--- src/rtl/fetch_unit_pkg.sv ---
// Shared CPU constants and types for the instruction fetch path.
package fetch_unit_pkg;

  localparam int WORD_W = 16;
  localparam logic [WORD_W-1:0] NOP_INSTR = 16'hF000;
  localparam logic [WORD_W-1:0] PC_INC    = 16'd2;

  typedef enum logic [1:0] {
    ST_IDLE = 2'd0,
    ST_REQ  = 2'd1,
    ST_GAP  = 2'd2
  } fetch_state_e;

  typedef struct packed {
    logic [WORD_W-1:0] instr;
    logic [WORD_W-1:0] pc;
  } fetch_entry_t;

  function automatic logic [WORD_W-1:0] align_pc(input logic [WORD_W-1:0] addr);
    return {addr[WORD_W-1:1], 1'b0};
  endfunction

endpackage

--- src/rtl/fetch_fifo.sv ---
// Prefetch FIFO holding instruction word + its pc; head is combinational and
// reads as zero while empty.
module fetch_fifo
  import fetch_unit_pkg::*;
#(
  parameter int DEPTH = 2
) (
  input  logic                     clk,
  input  logic                     rst,
  input  logic                     push,
  input  logic                     pop,
  input  logic                     flush,
  input  fetch_entry_t             push_entry,
  output fetch_entry_t             head_entry,
  output logic                     empty,
  output logic [$clog2(DEPTH):0]   count
);

  localparam int PTR_W = $clog2(DEPTH);
  localparam int CNT_W = PTR_W + 1;
  localparam logic [CNT_W-1:0] FULL_CNT = CNT_W'(DEPTH);

  fetch_entry_t     mem [DEPTH];
  logic [PTR_W-1:0] wr_ptr;
  logic [PTR_W-1:0] rd_ptr;
  logic             do_push;
  logic             do_pop;

  assign empty   = (count == '0);
  assign do_pop  = pop && !empty;
  assign do_push = push && ((count != FULL_CNT) || do_pop);

  assign head_entry = empty ? '0 : mem[rd_ptr];

  always_ff @(posedge clk) begin
    if (do_push && !rst && !flush) begin
      mem[wr_ptr] <= push_entry;
    end
  end

  // Pointers wrap naturally because DEPTH is a power of two.
  always_ff @(posedge clk) begin
    if (rst || flush) begin
      wr_ptr <= '0;
      rd_ptr <= '0;
      count  <= '0;
    end else begin
      if (do_push) wr_ptr <= wr_ptr + PTR_W'(1);
      if (do_pop)  rd_ptr <= rd_ptr + PTR_W'(1);
      count <= count + CNT_W'(do_push) - CNT_W'(do_pop);
    end
  end

endmodule

--- src/rtl/fetch_unit.sv ---
// Instruction fetch stage: sequential word fetch over a wait-handshake memory
// port into a prefetch FIFO, with redirect flushing buffered and in-flight words.
//
//   state   | meaning
//   --------+-----------------------------------------------------------
//   IDLE    | re low, FIFO has no free slot for another word
//   REQ     | re high, address held until memory drops wait
//   GAP     | re low for one cycle so memory re-arms after capture/abort
module fetch_unit
  import fetch_unit_pkg::*;
#(
  parameter logic [WORD_W-1:0] RESET_PC = 16'h0000,
  parameter int                DEPTH    = 2
) (
  input  logic              clk,
  input  logic              rst,
  output logic [WORD_W-1:0] mem_addr_o,
  output logic              mem_re_o,
  input  logic              mem_wait_i,
  input  logic [WORD_W-1:0] mem_data_i,
  input  logic              redirect_i,
  input  logic [WORD_W-1:0] redirect_addr_i,
  output logic [WORD_W-1:0] instr_o,
  output logic [WORD_W-1:0] instr_pc_o,
  output logic              instr_valid_o,
  input  logic              instr_ready_i
);

  localparam int CNT_W = $clog2(DEPTH) + 1;
  localparam logic [CNT_W-1:0] DEPTH_CNT = CNT_W'(DEPTH);

  fetch_state_e      state;
  fetch_state_e      state_nxt;
  logic [WORD_W-1:0] fetch_pc;
  logic [WORD_W-1:0] fetch_pc_nxt;
  logic              capture;
  logic              push;
  logic              pop;
  logic              empty;
  logic [CNT_W-1:0]  count;
  logic [CNT_W-1:0]  count_after_pop;
  fetch_entry_t      push_entry;
  fetch_entry_t      head_entry;

  assign mem_re_o        = (state == ST_REQ);
  assign mem_addr_o      = fetch_pc;
  assign capture         = mem_re_o && !mem_wait_i;
  assign push            = capture && !redirect_i;
  assign pop             = instr_valid_o && instr_ready_i;
  assign count_after_pop = count - CNT_W'(pop);
  assign push_entry      = '{instr: mem_data_i, pc: fetch_pc};

  always_comb begin
    state_nxt    = state;
    fetch_pc_nxt = fetch_pc;
    case (state)
      ST_IDLE: if (count < DEPTH_CNT) state_nxt = ST_REQ;
      ST_REQ: begin
        if (capture) begin
          state_nxt    = ST_GAP;
          fetch_pc_nxt = fetch_pc + PC_INC;
        end
      end
      // Only launch when a slot is guaranteed, so a capture never meets a full FIFO.
      ST_GAP:  state_nxt = (count_after_pop < DEPTH_CNT) ? ST_REQ : ST_IDLE;
      default: state_nxt = ST_IDLE;
    endcase
    if (redirect_i) begin
      state_nxt    = ST_GAP;
      fetch_pc_nxt = align_pc(redirect_addr_i);
    end
  end

  always_ff @(posedge clk) begin
    if (rst) begin
      state    <= ST_IDLE;
      fetch_pc <= align_pc(RESET_PC);
    end else begin
      state    <= state_nxt;
      fetch_pc <= fetch_pc_nxt;
    end
  end

  fetch_fifo #(
    .DEPTH(DEPTH)
  ) u_fifo (
    .clk        (clk),
    .rst        (rst),
    .push       (push),
    .pop        (pop),
    .flush      (redirect_i),
    .push_entry (push_entry),
    .head_entry (head_entry),
    .empty      (empty),
    .count      (count)
  );

  assign instr_valid_o = !empty;
  assign instr_o       = head_entry.instr;
  assign instr_pc_o    = head_entry.pc;

endmodule

--- config.mk ---
export PLATFORM = sky130hd
export DESIGN_NAME = fetch_unit
export DESIGN_NICKNAME = d
export VERILOG_FILES = /design/src/rtl/fetch_unit_pkg.sv /design/src/rtl/fetch_fifo.sv /design/src/rtl/fetch_unit.sv
export SDC_FILE = /design/constraint.sdc
export NUM_CORES = 1
export LEC_CHECK = 0
export ABC_AREA = 1
export CAP_MARGIN = 10
export CORE_MARGIN = 4
export CORE_UTILIZATION = 53
export DETAILED_ROUTE_END_ITERATION = 12
export PLACE_DENSITY = 0.87
export SETUP_SLACK_MARGIN = 0.1
export SYNTH_ARGS = -nofsm -noshare
export SYNTH_HDL_FRONTEND = slang
export SYNTH_SLANG_ARGS = --single-unit
--- constraint.sdc ---
create_clock -name clk -period 4.7 [get_ports clk]
set_input_delay 0.94 -clock clk [delete_from_list [all_inputs] [get_ports clk]]
set_output_delay 0.94 -clock clk [all_outputs]
set_load 0.05 [all_outputs]
==> flow_summary.yaml, run 1 <==
route:
  ant_nets: 0
  top_layer_used: "met4"
  met1Wirelength_mm: 3.61
  post-route-drc-count: 0
  via_per_inst: 5.40
  wl_per_cell_um: 15.7
  dr_total_vias: 2853
  drt_pass1_iterations: 5
  dr_wl_met3_um: 558
  drt-initial-drc-count: 125
  routed_wl_mm: 8.29
  met2_length_mm: 3.96
global_routing:
  grtUsageTotal_pct: 19.8
  grt_pass1_wl_mm: 13.2
  antenna_found_initial: 0
  first_global_vias: 2801
  grt_max_degree: 34
  grt.overflow.total: 0
floorplanning:
  num_rows: 29
  die_h_um: 91.0
  dieArea_um2: 8290
  pin_count: 87
  start_util_pct: 55.9
  die_x_um: 91.0
  core_area_um2: 6530
power:
  p_int_w: 0.00116
  p_sw_w: 0.000347
  p_seq_share_pct: 54.7
  power_leakage_nw: 1.74
  swShare_pct: 23.0
  finalPower_w: 0.00151
  pwr-share-clk_pct: 35.3
  p_comb_share_pct: 10.1
  powerDensity_nw_per_um2: 317
  ir_drop_mv: 0.196
finish:
  antennaDiodeCount: 0
  n_fill_cell: 473
  stdcell_area_um2: 4770
  final_cells: 528
  multi_input_area_um2: 1170
  register_area_um2: 2300
  nets: 486
  areaGrowthSynthToFinish_pct: 30.5
  layout-drive-gt1-share_pct: 8.87
clock_tree:
  numCtsBuffers: 9
  tritoncts: "built"
  clk_latency_ns: 0.34
  h-tree-depth: 3
  cts.repair.resized: 0
  cts.sinks: 84
  root_buffer: "clkbuf_8"
  cts_hold_buf: 0
  cts.clk_slew.worst_paths_ns: 0.08
  cts_setup_buffers: 0
  cts.path.max_buffers: 2
setup_path:
  crit_path_max_fanout: 32
  timing.reg2reg.setup_slack_ns: 2.85
  reg2reg_depth: 7
  crit_path_start_kind: "flop"
  endpoint_kind: "output pin"
  reg2reg_to: "u_fifo.mem[1][20]"
  cp.required_ns: 3.76
  worst-setup-path-type: "flop to output pin"
  reg2reg_from: "state[0]"
  worstPathArrival_ns: 2.80
timing:
  drv_slew: 0
  rsz0062_at_grt: "no"
  setup_viol: 0
  skew_ns: 0.00546
  hold_violations: 0
  fin_crit_sh_pct: 79.5
  slew_headroom_pct: 36.2
  period_minus_slack_ns: 3.74
  max_freq_mhz: 267
  fin_tns_setup_ns: 0
  tightest_slew_ns: 0.957
synth:
  synthCells: 362
  synth_cell_types: 32
  yosys_warnings: 0
  ys_ff_latch: 84
  avgSynthCellArea_um2: 10.1
  synth_area_um2: 3650
  yosysSeqAreaShare_pct: 63.0
placed_design:
  placed_cells: 512
  placed_area_um2: 4560
  numPortBuffers: 83
  place.gp.congestion: 0.893
  place_hpwl_mm: 5.59
worst_hold_path:
  hold_path.startpoint: "u_fifo.rd_ptr"
  hold_class: "flop to flop"
  hold_end: "u_fifo.rd_ptr"
  hold_path_depth: 1
run_status:
  outcome: "complete, no violations"
flow_run:
  maxCapViolations: 0
power groups by stage:
stage               Clock (W)  Sequential, W  Combinational (W)
floorplan                   0       0.000865          0.0000602
global placement            0       0.000841           0.000147
detailed placement          0       0.000842           0.000151
CTS                  0.000540       0.000825           0.000152
global route         0.000569       0.000828           0.000162
finish               0.000532       0.000825           0.000152
state kept, by name (all words and copies together), names as in the netlist, named ones only:
name           cells
u_fifo.count       2
u_fifo.rd_ptr      1
state              2
u_fifo.wr_ptr      1
u_fifo.mem        62
mem_addr_o        15
cell usage after synthesis:
master	n	area, µm²
buf_4	3	22.5
buf_2	1	5.00
nor3_1	4	20.0
nand4_1	3	18.8
ha_1	3	37.5
nor2_4	4	45.0
clkbuf_1	11	41.3
edfxtp_1	62	1860
nand2_2	2	12.5
a21oi_2	1	8.76
xnor2_1	1	8.76
inv_1	29	109
o211ai_1	1	7.51
nor3_4	1	16.3
nand2_1	103	387
conb_1	1	3.75
clkinv_1	1	3.75
xor2_1	6	52.6
nand3_2	1	10.0
nor2_1	16	60.1
a21oi_1	44	220
inv_2	4	15.0
nand3_1	11	55.1
a211oi_1	1	7.51
o21ai_0	11	55.1
nor3_2	4	40.0
nand3_4	1	17.5
a31oi_1	4	25.0
o21ai_1	3	15.0
o21ai_2	1	8.76
nand2_4	2	22.5
dfxtp_1	22	440
worst max-delay path by stage:
| stage | from | end | slack [ns] |
|---|---|---|---|
| after floorplan | mem_wait_i | u_fifo.mem[0][10] | 1.66 |
| after global placement | flop | instr_pc_o[6] | 1.32 |
| after detailed placement | flop | instr_pc_o[6] | 1.30 |
| after CTS | flop | instr_pc_o[6] | 0.93 |
| after global routing | flop | instr_o[15] | 0.77 |
| final | flop | instr_pc_o[7] | 0.96 |
worst max-delay path: stages (launching register included):
cell and delay, ns:
dfxtp_1 0.30, buf_4 0.23, inv_1 0.74, nand2_1 0.14
a21oi_1 0.18, clkdlybuf4s50_1 0.84
cell type report:
type                       instances  area share (%)
clock buffer                      10            2.68
sequential                        84            48.3
inverter                          34            2.68
tap                               77            2.02
timing repair buffer              87            18.1
clock inverter                     6            1.65
multi-input combinational        230            24.6
placed cells by master, fill, tap and decap left out, drive strengths merged:
| cell | netlist | final |
|---|---|---|
| nand2 | 107 | 107 |
| clkdlybuf4s50 | 0 | 83 |
| edfxtp | 62 | 62 |
| a21oi | 45 | 45 |
| inv | 33 | 33 |
| dfxtp | 22 | 22 |
| nor2 | 20 | 20 |
| o21ai | 15 | 15 |
| nand3 | 13 | 13 |
| clkbuf | 11 | 10 |
| nor3 | 9 | 9 |
| xor2 | 6 | 6 |
| clkinv | 1 | 5 |
| a31oi | 4 | 4 |
| buf | 4 | 4 |
| nand4 | 3 | 3 |
| ha | 3 | 3 |
| conb | 1 | 2 |
| bufinv | 0 | 2 |
| xnor2 | 1 | 1 |
| a211oi | 1 | 1 |
| o211ai | 1 | 1 |
logic make-up after synthesis:
kind of cell / Yosys count / share of synthesized area [%]
fa+ha+maj: 3 / 1.03
buf+inv: 49 / 5.38
simple gates: 152 / 19.3
compound gates: 66 / 9.52
other cells: 1 / 0.103
flops: 84 / 63.0
xor+xnor: 7 / 1.68
layer usage:
metal	vias to the layer above	track usage, %
li1	1379	-
met1	1329	25.4
met2	127	32.9
met3	18	4.38
met4	0	7.79
met5	-	0
per-stage QoR:
step / utilization, % / hold WS, ns / setup slack, ns
floorplan: - / 0.432 / 1.66
global placement: 69.8 / 0.442 / 1.32
detailed placement: 69.8 / 0.456 / 1.30
CTS: 73.0 / 0.469 / 0.935
global route: 73.0 / 0.502 / 0.771
finish: 73.0 / 0.470 / 0.961
Power figures use the tool's default switching activity.
==> run 2: changes to the inputs <==
Settings changed: CORE_UTILIZATION 53 to 45, PLACE_DENSITY 0.87 to 0.79.
Clock period 4.7 ns to 3.1 ns, I/O delays scaled along.
==> flow_summary.yaml, run 2 (synthesis results as in run 1) <==
route:
  ant_nets: 0
  via_per_inst: 4.98
  wl_per_cell_um: 14.2
  post-route-drc-count: 0
  drt_pass1_iterations: 4
  routed_wl_mm: 7.90
  dr_total_vias: 2767
  drt-initial-drc-count: 111
clock_tree:
  cts.clk_slew.worst_paths_ns: 0.08
  cts_setup_buffers: 0
  cts.path.max_buffers: 2
  cts_hold_buf: 0
  cts.repair.resized: 0
  numCtsBuffers: 9
  root_buffer: "clkbuf_8"
  tritoncts: "built"
  clk_latency_ns: 0.35
  cts.sinks: 84
  h-tree-depth: 3
global_routing:
  antenna_found_initial: 0
  grtUsageTotal_pct: 17.1
  grt_pass1_wl_mm: 13.1
  grt_max_degree: 33
  first_global_vias: 2630
  grt.overflow.total: 0
floorplanning:
  start_util_pct: 46.8
  core_area_um2: 7810
  die_h_um: 98.1
  dieArea_um2: 9620
  die_x_um: 98.1
  num_rows: 32
  pin_count: 87
setup_path:
  crit_path_max_fanout: 17
  reg2reg_depth: 8
  endpoint_kind: "output pin"
  worst-setup-path-type: "flop to output pin"
  cp.required_ns: 2.48
  crit_path_start_kind: "flop"
  worstPathArrival_ns: 1.82
finish:
  largest_register_ffs: 62
  final_cells: 556
  layout_commonest_cell: "nand2_1"
  nets: 489
  layout-drive-gt1-share_pct: 16.1
  areaGrowthSynthToFinish_pct: 29.2
  regMostFlops: "u_fifo.mem"
  antennaDiodeCount: 0
  stdcell_area_um2: 4720
  final_cell_mix: "nand2_1 (103), edfxtp_1 (62), clkdlybuf4s50_1 (52), a21oi_1 (44), buf_4 (38)"
timing:
  rsz0062_at_grt: "no"
  fin_crit_sh_pct: 78.6
  skew_ns: 0.0100
  drv_slew: 0
  tightest_slew_ns: 0.533
  fin_tns_setup_ns: 0
  setup_ws_ns: 0.662
  setup_viol: 0
  slew_headroom_pct: 64.4
  max_freq_mhz: 410
  hold_violations: 0
  period_minus_slack_ns: 2.44
power:
  finalPower_w: 0.00222
  p_sw_w: 0.000538
  power_leakage_nw: 1.79
  p_int_w: 0.00168
  powerDensity_nw_per_um2: 470
  p_comb_share_pct: 10.3
  pwr-share-clk_pct: 33.4
  swShare_pct: 24.2
  p_seq_share_pct: 56.3
  ir_drop_mv: 0.220
placed_design:
  place_hpwl_mm: 5.37
  dp_slack_ns: 0.655
  placed_area_um2: 4540
  placed_cells: 540
  numPortBuffers: 83
  place.gp.congestion: 0.846
worst_hold_path:
  hold_path_depth: 1
  hold_class: "flop to flop"
run_status:
  outcome: "complete, no violations"
flow_run:
  maxCapViolations: 0
run 2: through the flow:
stage	utilization (%)	hold slack, ns
final	60.5	0.471
after global routing	60.5	0.509
after CTS	60.5	0.471
after detailed placement	58.1	0.455
after global placement	58.1	0.443
after floorplan	-	0.432
run 2: area by class of cell:
class | instances | area (µm²)
fillers | 661 | 3090
inverters | 34 | 128
well taps | 102 | 128
flip-flops and latches | 84 | 2300
clock inverters | 5 | 53.8
multi-input cells | 230 | 1170
repair buffers | 90 | 806
clock buffers | 11 | 131
run 2: layer usage:
layer	up-vias	routed length, µm	track usage (%)
met4	0	82	5.22
li1	1390	-	-
met3	8	590	4.71
met5	-	0	0
met1	1257	3600	24.6
met2	112	3640	25.2
run 2: path summary, 6_finish.rpt:
path                   startpoint             to  slack, ns
setup / recovery             flop  instr_pc_o[9]       0.66
hold / removal      u_fifo.rd_ptr  u_fifo.rd_ptr       0.47
setup reg to reg  u_fifo.count[1]       state[0]       1.26
hold reg to reg     u_fifo.rd_ptr  u_fifo.rd_ptr       0.47
run 2: critical path, cell delays in order, from the launching register on:
cell and delay, ns:
dfxtp_1 0.32, inv_1 0.36, buf_4 0.32, nand2_1 0.07
a21oi_1 0.17, buf_4 0.23
run 2: power by group through the flow:
stage | Sequential [W] | Clock [W] | Combinational, W
after floorplan | 0.00131 | 0 | 0.0000912
after global placement | 0.00128 | 0 | 0.000225
after detailed placement | 0.00128 | 0 | 0.000229
after CTS | 0.00125 | 0.000757 | 0.000230
after global routing | 0.00126 | 0.000815 | 0.000246
final | 0.00125 | 0.000741 | 0.000229
